$ cat src/rtl/en_clk_pkg.sv
// Shared helpers for the en_clk_multi enable generator: divider ratio and index widths.
// Pure constants and functions; no logic, no latency, no flow control.
package en_clk_pkg;

  function automatic int unsigned pre_div(input int unsigned clk_hz, input int unsigned base_hz);
    return clk_hz / base_hz;
  endfunction

  // Channel index bus stays at least one bit wide so a single-channel build still has a port.
  function automatic int unsigned ch_idx_w(input int unsigned nch);
    return (nch > 1) ? $clog2(nch) : 1;
  endfunction

  localparam int unsigned PRE_DIV_DEFAULT = pre_div(50_000_000, 100);
  localparam int unsigned CNT_W_MIN       = $clog2(PRE_DIV_DEFAULT);

endpackage

$ cat src/rtl/en_div_ch.sv
// One channel divider: counts base ticks and emits a one-cycle en every div ticks.
// Registered output, one cycle after the qualifying tick; no backpressure, div==0 parks the channel.
module en_div_ch
  import en_clk_pkg::*;
#(
  parameter int unsigned DIV_W    = 8,
  parameter int unsigned DIV_INIT = 100
) (
  input  logic             clk,
  input  logic             rst,
  input  logic             clr,
  input  logic             tick,
  input  logic             ld,
  input  logic [DIV_W-1:0] ld_div,
  output logic             en,
  output logic [DIV_W-1:0] div
);

  logic [DIV_W-1:0] cnt_q, cnt_d;
  logic [DIV_W-1:0] div_q, div_d;
  logic             en_q, en_d;

  always_comb begin
    cnt_d = cnt_q;
    div_d = div_q;
    en_d  = 1'b0;
    if (clr) begin
      cnt_d = '0;
    end else if (ld) begin
      // A reload restarts the phase and swallows any pulse due on this edge.
      div_d = ld_div;
      cnt_d = '0;
    end else if (tick && (div_q != '0)) begin
      if (cnt_q == div_q - DIV_W'(1)) begin
        cnt_d = '0;
        en_d  = 1'b1;
      end else begin
        cnt_d = cnt_q + DIV_W'(1);
      end
    end
  end

  always_ff @(posedge clk) begin
    if (!rst) begin
      cnt_q <= '0;
      div_q <= DIV_W'(DIV_INIT);
      en_q  <= 1'b0;
    end else begin
      cnt_q <= cnt_d;
      div_q <= div_d;
      en_q  <= en_d;
    end
  end

  assign en  = en_q;
  assign div = div_q;

endmodule

$ cat src/rtl/en_clk_multi.sv
// Base prescaler plus NCH reloadable channel dividers producing one-cycle enable strobes.
// All outputs registered (one cycle after the terminal count); no backpressure, run=0 freezes.
module en_clk_multi
  import en_clk_pkg::*;
#(
  parameter  int unsigned CLK_HZ   = 50_000_000,
  parameter  int unsigned BASE_HZ  = 100,
  parameter  int unsigned CNT_W    = 26,
  parameter  int unsigned NCH      = 4,
  parameter  int unsigned DIV_W    = 8,
  parameter  int unsigned DIV_INIT = 100,
  localparam int unsigned CH_W     = ch_idx_w(NCH)
) (
  input  logic             clk,
  input  logic             rst,
  input  logic             run,
  input  logic             clr,
  input  logic             load,
  input  logic [CH_W-1:0]  load_ch,
  input  logic [DIV_W-1:0] load_div,
  output logic             load_ack,
  output logic             en_base,
  output logic [NCH-1:0]   en_ch
);

  localparam int unsigned PRE_DIV = pre_div(CLK_HZ, BASE_HZ);

  if (CLK_HZ % BASE_HZ != 0) begin : g_err_ratio
    $error("en_clk_multi: CLK_HZ must be an integer multiple of BASE_HZ");
  end
  if (PRE_DIV < 2) begin : g_err_prediv
    $error("en_clk_multi: CLK_HZ/BASE_HZ must be at least 2");
  end
  if ((64'(PRE_DIV) - 64'd1) >= (64'd1 << CNT_W)) begin : g_err_cntw
    $error("en_clk_multi: CNT_W too narrow for PRE_DIV-1");
  end
  if (64'(DIV_INIT) >= (64'd1 << DIV_W)) begin : g_err_divinit
    $error("en_clk_multi: DIV_INIT does not fit in DIV_W");
  end
  if ((NCH < 1) || (NCH > 16)) begin : g_err_nch
    $error("en_clk_multi: NCH must be in 1..16");
  end

  localparam logic [CNT_W-1:0] PRE_LAST = CNT_W'(PRE_DIV - 1);

  logic [CNT_W-1:0] pre_cnt_q, pre_cnt_d;
  logic             en_base_q, en_base_d;
  logic             load_ack_q, load_ack_d;
  logic             tick;
  logic             load_ok;
  logic [NCH-1:0]   ch_ld;
  logic [DIV_W-1:0] div_unused [NCH];

  always_comb begin
    tick       = run && (pre_cnt_q == PRE_LAST);
    // clr outranks load, and out-of-range channel indices are dropped without an ack.
    load_ok    = load && !clr && (32'(load_ch) < NCH);
    load_ack_d = load_ok;
    pre_cnt_d  = pre_cnt_q;
    en_base_d  = 1'b0;
    if (clr) begin
      pre_cnt_d = '0;
    end else if (tick) begin
      pre_cnt_d = '0;
      en_base_d = 1'b1;
    end else if (run) begin
      pre_cnt_d = pre_cnt_q + CNT_W'(1);
    end
    ch_ld = '0;
    for (int i = 0; i < NCH; i++) begin
      ch_ld[i] = load_ok && (load_ch == CH_W'(i));
    end
  end

  always_ff @(posedge clk) begin
    if (!rst) begin
      pre_cnt_q  <= '0;
      en_base_q  <= 1'b0;
      load_ack_q <= 1'b0;
    end else begin
      pre_cnt_q  <= pre_cnt_d;
      en_base_q  <= en_base_d;
      load_ack_q <= load_ack_d;
    end
  end

  for (genvar i = 0; i < NCH; i++) begin : g_ch
    en_div_ch #(
      .DIV_W   (DIV_W),
      .DIV_INIT(DIV_INIT)
    ) u_ch (
      .clk   (clk),
      .rst   (rst),
      .clr   (clr),
      .tick  (tick),
      .ld    (ch_ld[i]),
      .ld_div(load_div),
      .en    (en_ch[i]),
      .div   (div_unused[i])
    );
  end

  assign en_base  = en_base_q;
  assign load_ack = load_ack_q;

endmodule

$ cat config.mk
export PLATFORM = sky130hd
export DESIGN_NAME = en_clk_multi
export DESIGN_NICKNAME = d
export VERILOG_FILES = /design/src/rtl/en_clk_pkg.sv /design/src/rtl/en_div_ch.sv /design/src/rtl/en_clk_multi.sv
export SDC_FILE = /design/constraint.sdc
export NUM_CORES = 1
export LEC_CHECK = 0
export ABC_AREA = 0
export BUFFER_PORTS_ARGS = -buffer_cell sky130_fd_sc_hd__buf_2
export CAP_MARGIN = 20
export CORE_ASPECT_RATIO = 0.8
export CORE_MARGIN = 4
export CORE_UTILIZATION = 58
export DETAILED_ROUTE_END_ITERATION = 8
export MAX_ROUTING_LAYER = met4
export PLACE_DENSITY = 0.77
export SLEW_MARGIN = 20
export SYNTH_ARGS = -nofsm -noshare
export SYNTH_HDL_FRONTEND = slang
export SYNTH_HIERARCHICAL = 1
export SYNTH_SLANG_ARGS = --single-unit
$ cat constraint.sdc
create_clock -name clk -period 2.5 [get_ports clk]
set_input_delay 0.5 -clock clk [delete_from_list [all_inputs] [get_ports clk]]
set_output_delay 0.5 -clock clk [all_outputs]
set_load 0.02 [all_outputs]
# After elaboration in Yosys (flattened, before gate mapping)
# Index checks and enable logic that the tools add are counted.
# W data, S select, Z words.
# word_totals
inputBits	15
output_inout_bits	6
register_bits	96
word_cells	77
# classes
reduce_logical	30
n_eq_ne	8
n_mux	9
n_addsub	9
bitwise_logic	6
# ops
cell	count
$add A8 B1 Y8 const B	4
$eq A8 B8 Y1	4
$mux W8	4
$reduce_bool A8 Y1	4
$sub A8 B1 Y8 const B	4
$add A26 B1 Y26 const B	1
$eq A26 B19 Y1 const B	1
$reduce_or A4 Y1	4
$reduce_or A3 Y1	5
$logic_and A1 B1 Y1	10
$reduce_and A2 Y1	4
$not A1 Y1	6
$mux W1	5
$eq A2 B2 Y1 const B	2
$eq A2 B1 Y1 const B	1
$logic_not A2 Y1	1
$reduce_or A2 Y1	1
$logic_not A1 Y1	1

# Longest topological paths before layout
# Gate-level depths: netlist of run 1.
# logic_depth
ltp_word	5
ltp_mapped	10
mapped_depth_nobuf	8

# Modules after synthesis
# Netlist of run 1, hierarchy kept.
# by_module_without_submodules
module	instances	cells_per_inst	area_per_inst_um2	seq_area_each_um2
en_div_ch	4	129	1021.0	340.3
en_clk_multi	1	169	1407.6	560.5

# Worst setup path before layout of run 1
# OpenSTA, ideal clock, no wires.
# synth_path
path_kind	input port to flip-flop
from	input port run
to	register g_ch[0].u_ch.cnt_q[6]
slack_ns	0.275
n_path_buf	2
setup_time_ns	0.117
arrival_ns	2.108
required_time_ns	2.383
cell_stages	10
cell_sequence	buf_4 > and3_1 > nand3_1 > nor3_1 > o41ai_2 > buf_2 > inv_1 > nand4_1 > xor2_1 > nor2_1
# synth_between
elab_chain_cells	2
# synth_lines
item	line	text
start: declaration	en_clk_multi.sv:16	input logic run,
$logic_and A1 B1 Y1	en_clk_multi.sv:55	tick = run && (pre_cnt_q == PRE_LAST);
via tick	en_clk_multi.sv:49	logic tick;
$logic_and A1 B1 Y1	en_div_ch.sv:33	end else if (tick && (div_q != '0)) begin
end signal: assignment	en_div_ch.sv:49	cnt_q <= cnt_d;
end: declaration	en_div_ch.sv:19	logic [DIV_W-1:0] cnt_q, cnt_d;
# The timed path passes the listed nets, and every way through them passes these cells.
# A chain may end at the register's enable or synchronous reset.

# Worst setup path in the final report of run 1
# layout_path
from	register g_ch[3].u_ch.div_q[0]
to	register g_ch[3].u_ch.cnt_q[7]
# layout_between
elab_chain_cells	3
# layout_lines
item	line	text
start: declaration	en_div_ch.sv:20	logic [DIV_W-1:0] div_q, div_d;
start signal: assignment	en_div_ch.sv:46	div_q <= DIV_W'(DIV_INIT);
start signal: assignment	en_div_ch.sv:50	div_q <= div_d;
$sub A8 B1 Y8	en_div_ch.sv:34	if (cnt_q == div_q - DIV_W'(1)) begin
$eq A8 B8 Y1	en_div_ch.sv:34	
$mux W8	en_div_ch.sv:34	
end signal: assignment	en_div_ch.sv:49	
end: declaration	en_div_ch.sv:19	
# Parallel ways exist; a longest one is shown, timed or not.

==> reports/qor.yml, run 1 <==
layout:
  layout.nets: 721
  fin_cells: 813
  drive_above_1_share_pct: 11.9
  diodes: 0
  syn_to_final_growth_pct: 9.66
timing:
  fin_skew_ns: 0.00770
  finalWorstSetupSlack_ns: 0.0816
  setup_viol: 0
  finalMaxSlewViolations: 0
  min_period_ns: 2.42
  fin_hold_ws_ns: 0.400
  fmax_mhz: 413
  fin_tns_setup_ns: 0
  worst_pin_slew_ns: 0.733
  fin_crit_sh_pct: 96.7
  relSlewSlack_pct: 51.0
  hold_violations: 0
power_and_ir_drop:
  switching_share_pct: 21.3
  combPwrFrac_pct: 4.5
  clkPwrFrac_pct: 46.6
  power.total_mw: 3.18
  p_leak_nw: 2.11
  ir_drop_uv: 395
  p_int_mw: 2.50
  powerDensity_nw_per_um2: 528
  switching_power_mw: 0.679
  seqPwrFrac_pct: 48.8
drt:
  totalWireLength_um: 12300
  detail_route.iter0.violations: 314
  vias_per_cell: 5.92
  first_pass_iters: 5
  wl_per_cell_um: 15.2
  ant_nets: 0
  vias: 4817
  drc_errors: 0
cts:
  htree_num_levels: 3
  cts_buffer_depth: 2
  cts_buffers: 9
  post-cts-setup-buffers: 0
  insertion_delay_ns: 0.34
  hold_buffers: 0
  cts_tree: "yes"
  cts.sinks: 96
  clkTransAtPathRegs_ns: 0.07
  cts-root-buf: "clkbuf_16"
  postCtsResizedCells: 1
flow_run:
  cap_violations: 0
worst_setup_path:
  critPathLaunchType: "register"
  worstSetupEndpointType: "register"
  arrival_ns: 2.65
  critPathMaxFanout: 8
  cp_data_required_time_ns: 2.73
  criticalPathCategory: "reg -> reg"
synth:
  synth_edf_count: 0
  ys_types: 47
  syn_inst: 685
  async_flop_share_pct: 0
  ys_ff_latch: 96
  syn_area_um2: 5490
  synth_seq_area_share_pct: 35.0
  avgSynthCellArea_um2: 8.02
  syn_nets: 713
  yosysWarnings: 6
  yosys_most_used_dff: "dfxtp_1"
floorplan:
  start_util_pct: 60.0
  core-area_um2: 9150
  die_w_um: 117
  die_h_um: 95.0
  rows: 31
  dieArea_um2: 11100
  ioPinCount: 21
place:
  io_buffers: 20
  post-place-ws_ns: 0.0256
  dpl.hpwl_um: 8920
  routabilityCongestion: 0.915
  placed_cells_incl_taps: 797
run_status:
  status: "complete, no violations"
global_routing:
  antenna_found_initial: 0
  grt_first_pass_wirelength_um: 21000
  first_global_vias: 4502
  grt_overflow: 0
  grt_max_degree: 26
  gr-usage-all-layers_pct: 24.1
hold_path:
  hold_path.class: "in -> reg"
-- flip-flops by register name, summed over array words and instances, names as in the netlist --
name,cells
en_base,1
g_ch.u_ch/cnt_q,32
g_ch.u_ch/div,32
g_ch.u_ch/en,4
load_ack,1
pre_cnt_q,26
-- synth_stat cells, types with 3 or more instances --
cell type / n / area (µm²)
nor3b_1: 5 / 37.5
buf_6: 5 / 56.3
o21ai_0: 17 / 85.1
a21oi_1: 32 / 160
o31ai_1: 8 / 60.1
o21bai_1: 4 / 30.0
nand4b_1: 4 / 35.0
nor4_2: 4 / 50.1
nand2b_1: 5 / 31.3
o41ai_2: 4 / 65.1
and2_1: 5 / 31.3
nand4_1: 12 / 75.1
or3_1: 5 / 31.3
nor4_1: 7 / 43.8
buf_2: 6 / 30.0
buf_1: 4 / 15.0
a31oi_1: 4 / 25.0
nor3_1: 20 / 100
a221oi_1: 4 / 35.0
or4_1: 9 / 67.6
ha_1: 13 / 163
dfxtp_1: 96 / 1920
xor2_1: 30 / 263
nand2_1: 110 / 413
and3_1: 8 / 50.1
or4_4: 6 / 67.6
clkbuf_1: 23 / 86.3
or2_2: 3 / 18.8
a32oi_1: 4 / 35.0
o21bai_4: 4 / 75.1
inv_1: 19 / 71.3
nand3_1: 55 / 275
nor2b_1: 10 / 62.6
o21ba_2: 4 / 40.0
a211o_1: 4 / 35.0
xnor2_1: 34 / 298
a211oi_1: 4 / 30.0
nor2_1: 58 / 218
mux2i_1: 5 / 50.1
a41oi_1: 4 / 35.0
a21boi_0: 20 / 150
-- power by group through the flow --
stage | registers [mW] | logic, mW | clock network, mW
after floorplan | 1.58 | 0.0886 | 0
after global placement | 1.59 | 0.138 | 0
after detailed placement | 1.59 | 0.142 | 0
after CTS | 1.55 | 0.143 | 1.52
after global routing | 1.55 | 0.159 | 1.57
final | 1.55 | 0.144 | 1.48
-- worst paths after layout --
check / startpoint / endpoint / slack [ns] / cells after the start
worst max-delay path: g_ch[3].u_ch/div[0] / g_ch[3].u_ch/cnt_q[7] / 0.08 / 8
worst min-delay path: load / load_ack / 0.40 / 2
worst max register to register: g_ch[3].u_ch/div[0] / g_ch[3].u_ch/cnt_q[7] / 0.08 / 8
worst min register to register: pre_cnt_q[24] / pre_cnt_q[24] / 0.50 / 2
-- critical path: stages, from the launching register on --
cell and delay, ns:
dfxtp_1 0.46, inv_1 0.11, ha_1 0.34, o21ba_2 0.24, a221oi_1 0.35, a41oi_1 0.12, a211o_1 0.43, o21bai_4 0.18
nor2_1 0.07
-- cells by family after synthesis --
family | Yosys count | share of synthesized area (%)
muxes | 5 | 0.911
adders and majority gates | 13 | 2.96
xor gates and xnor gates | 64 | 10.2
and+or+nand+nor | 330 | 30.1
AOI/OAI and AO/OA | 118 | 15.8
DFF | 96 | 35.0
buffers and inverters | 59 | 4.94
-- area by class of cell --
| type | instances | area, µm² |
|---|---|---|
| Sequential cell | 96 | 1920 |
| Multi-Input combinational cell | 530 | 3340 |
| Timing Repair Buffer | 37 | 228 |
| Fill cell | 775 | 3130 |
| Clock buffer | 11 | 243 |
| Inverter | 19 | 71.3 |
| Clock inverter | 5 | 78.8 |
| Tap cell | 115 | 144 |
-- layout by cell type (no fill, tap or decap), types with 19 or more instances in the layout --
cell type,n
nand2_1,110
dfxtp_1,96
nor2_1,57
nand3_1,55
xnor2_1,34
a21oi_1,32
xor2_1,30
nor3_1,20
a21boi_0,20
buf_2,20
inv_1,19
-- stage by stage --
step	utilization, %	instance area, µm²
6_report	65.8	6020
5_1_grt	65.8	6020
4_1_cts	65.6	6000
3_5_place_dp	61.9	5670
3_3_place_gp	61.9	5670
2_1_floorplan	-	5490
-- layer usage --
layer  routed length, µm  track usage, %  share of wire (%)  up-vias
li1                    -               -                  -     2412
met1                5840            31.9                 47     2288
met2                5840            38.1                 47      101
met3                 484            4.19                3.9       16
met4                 175            7.07                1.4        0
met5                   0               -                  0        -
No activity file was read; power rests on OpenSTA's default activity.
==> inputs of run 2 (changes only) <==
--- a/config.mk
+++ b/config.mk
@@ -8,12 +8,14 @@
 export ABC_AREA = 0
 export BUFFER_PORTS_ARGS = -buffer_cell sky130_fd_sc_hd__buf_2
 export CAP_MARGIN = 20
+export CELL_PAD_IN_SITES_DETAIL_PLACEMENT = 1
+export CELL_PAD_IN_SITES_GLOBAL_PLACEMENT = 1
 export CORE_ASPECT_RATIO = 0.8
 export CORE_MARGIN = 4
-export CORE_UTILIZATION = 58
+export CORE_UTILIZATION = 47
 export DETAILED_ROUTE_END_ITERATION = 8
 export MAX_ROUTING_LAYER = met4
-export PLACE_DENSITY = 0.77
+export PLACE_DENSITY = 0.82
 export SLEW_MARGIN = 20
 export SYNTH_ARGS = -nofsm -noshare
 export SYNTH_HDL_FRONTEND = slang
==> constraint.sdc (replaced) <==
create_clock -name clk -period 2.5 [get_ports clk]
set_input_delay 0.5 -clock clk [delete_from_list [all_inputs] [get_ports clk]]
set_output_delay 0.5 -clock clk [all_outputs]
set_load 0.1 [all_outputs]
==> run 2 against run 1 <==
Design area increased by 0.25%; routed wire length increased by 18%; die area grew 22%; critical endpoint is now g_ch[1].u_ch/cnt_q[5]; maximum frequency grew 2.7%; total power is 1.1% lower; global-route usage fell by 1.2 points.
==> reports/qor.yml, run 2 (same netlist as run 1, synthesis figures left out) <==
run_status:
  status: "complete, no violations"
power_and_ir_drop:
  powerDensity_nw_per_um2: 521  # -1.3%
  ir_drop_uv: 324  # -18%
  power.total_mw: 3.15  # -1.1%
  p_leak_nw: 2.10  # -0.77%
global_routing:
  first_global_vias: 5040  # +12%
  grt_max_degree: 33  # +27%
  grt_first_pass_wirelength_um: 25000  # +19%
  grt_overflow: 0  # unchanged
  antenna_found_initial: 0  # unchanged
  gr-usage-all-layers_pct: 22.9  # -1.2 points
cts:
  cts.sinks: 96  # unchanged
  hold_buffers: 0  # unchanged
  cts_buffer_depth: 2  # unchanged
  cts_buffers: 9  # unchanged
  clkTransAtPathRegs_ns: 0.07  # about the same
  post-cts-setup-buffers: 0  # unchanged
  cts_tree: "yes"
  insertion_delay_ns: 0.35  # about the same
  cts-root-buf: "clkbuf_16"
  htree_num_levels: 3  # unchanged
hold_path:
  whs_path_depth: 2  # unchanged
  whs_endpoint: "load_ack"
  hold_path.class: "in -> reg"
  hold_start: "load"
floorplan:
  core-area_um2: 11500  # +25%
  ioPinCount: 21  # unchanged
  die_h_um: 105  # +10%
  die_w_um: 129  # +10%
  rows: 35  # +13%
  dieArea_um2: 13500  # +22%
  start_util_pct: 47.9  # -12 points
worst_setup_path:
  cpPeakStageDelay_ns: 0.44  # -0.02 ns
  reg2regPathDepth: 8  # unchanged
  rr_startpoint: "g_ch[1].u_ch/div[1]"
  r2r_slack_ns: 0.15  # +0.06 ns
  critPathSlowestCell: "dfxtp_1"
  path_cells: "inv_1, ha_1, o21ba_2, a221oi_1, a41oi_1, a211o_2, o21bai_4, nor2_1"
  cp_data_required_time_ns: 2.74  # about the same
  criticalPathCategory: "reg -> reg"
  critPathLaunchType: "register"
  arrival_ns: 2.60  # -0.05 ns
  critPathMaxFanout: 8  # unchanged
  timing.critical_path.buf_inv: 1  # unchanged
  r2r_end: "g_ch[1].u_ch/cnt_q[5]"
  cpLargestDelayFamily: "compound AO/OA/AOI/OAI gates"
  worstSetupEndpointType: "register"
layout:
  diodes: 0  # unchanged
  regArea_um2: 1930  # +0.20%
  syn_to_final_growth_pct: 9.93
  final_cell_mix: "nand2_1, dfxtp_1, nor2_1"
  drive_above_1_share_pct: 12.5  # +0.61 points
  final_common_cell: "nand2_1"
  layout.nets: 719  # -0.28%
  multiInputGateArea_um2: 3330  # about the same
  fill_cells: 1384  # +79%
timing:
  fin_crit_sh_pct: 94.2  # -2.6 points
  finalMaxSlewViolations: 0  # unchanged
  finalWorstSetupSlack_ns: 0.146  # +0.0640 ns
  min_period_ns: 2.35  # -0.0640 ns
  hold_violations: 0  # unchanged
  fin_skew_ns: 0.00747  # -0.000229 ns
  worst_pin_slew_ns: 0.767  # +0.0338 ns
  setup_viol: 0  # unchanged
  relSlewSlack_pct: 48.7  # -2.3 points
  fin_hold_ws_ns: 0.379  # -0.0205 ns
  fmax_mhz: 425  # +2.7%
drt:
  wl_per_cell_um: 17.3  # +14%
  dr.max_layer_used: "met4"
  wl_met2_um: 7020  # +20%
  ant_nets: 0  # unchanged
  drc_errors: 0  # unchanged
  first_pass_iters: 5  # unchanged
  wl_met3_um: 498  # +2.9%
  vias: 4971  # +3.2%
  detail_route.iter0.violations: 368  # +17%
  wl_met1_um: 6970  # +19%
  vias_per_cell: 5.89  # -0.59%
  totalWireLength_um: 14600  # +18%
place:
  io_buffers: 20  # unchanged
  dpl.hpwl_um: 10300  # +16%
  routabilityCongestion: 0.851  # -7.0%
  post-place-ws_ns: 0.0549  # +0.0293 ns
flow_run:
  cap_violations: 0  # unchanged
[run 2: final cells by class]
type | instances | share of cell area, %
Sequential cell | 96 | 31.9
Clock buffer | 12 | 4.25
Clock inverter | 4 | 0.850
Timing Repair Buffer | 35 | 3.52
Inverter | 19 | 1.18
Tap cell | 148 | 3.07
Multi-Input combinational cell | 530 | 55.2
[run 2: through the flow]
stage / setup TNS [ns] / utilization, % / instances / cell area (µm²)
finish: 0 / 52.6 / 844 / 6040
global route: -0.00403 / 52.6 / 844 / 6040
CTS: 0 / 52.4 / 844 / 6010
detailed placement: 0 / 49.6 / 828 / 5690
global placement: 0 / 49.6 / 828 / 5690
floorplan: 0 / - / 685 / 5490
[run 2: metal layers]
metal | GRT usage (%) | up-vias
li1 | - | 2402
met4 | 4.27 | 0
met2 | 36.3 | 86
met3 | 5.16 | 18
met1 | 30.4 | 2465
met5 | - | -
[run 2: worst max path at each step]
stage | end | slack, ns | start | cells past startpoint
2_1_floorplan | g_ch[0].u_ch/cnt_q[6] | 0.28 | run | 10
3_3_place_gp | g_ch[1].u_ch/cnt_q[7] | 0.17 | g_ch[1].u_ch/div[2] | 6
3_5_place_dp | g_ch[1].u_ch/cnt_q[7] | 0.05 | g_ch[1].u_ch/div[2] | 6
4_1_cts | g_ch[1].u_ch/cnt_q[5] | 0.05 | g_ch[1].u_ch/div[0] | 8
5_1_grt | g_ch[0].u_ch/cnt_q[6] | -0.004 | pre_cnt_q[18] | 10
6_report | g_ch[1].u_ch/cnt_q[5] | 0.15 | g_ch[1].u_ch/div[1] | 8
[run 2: worst register-to-register path, cell delays in order (launching register included)]
cell,delay (ns)
dfxtp_1,0.44
inv_1,0.10
ha_1,0.32
o21ba_2,0.25
a221oi_1,0.34
a41oi_1,0.12
a211o_2,0.43
o21bai_4,0.18
nor2_1,0.07
[run 2: timing repair]
item | 4_1_cts | 5_1_grt
setup endpoints to repair | 1 | 25
gates resized for setup | 1 | 9
cloned | 0 | 0
pin swaps | 0 | 1
[run 2: power breakdown]
group / switching, mW / internal, mW / total (mW) / leakage, nW
clock network: 0.609 / 0.833 / 1.44 / 0.149
logic: 0.0926 / 0.0567 / 0.149 / 1.17
registers: 0.0156 / 1.54 / 1.55 / 0.776
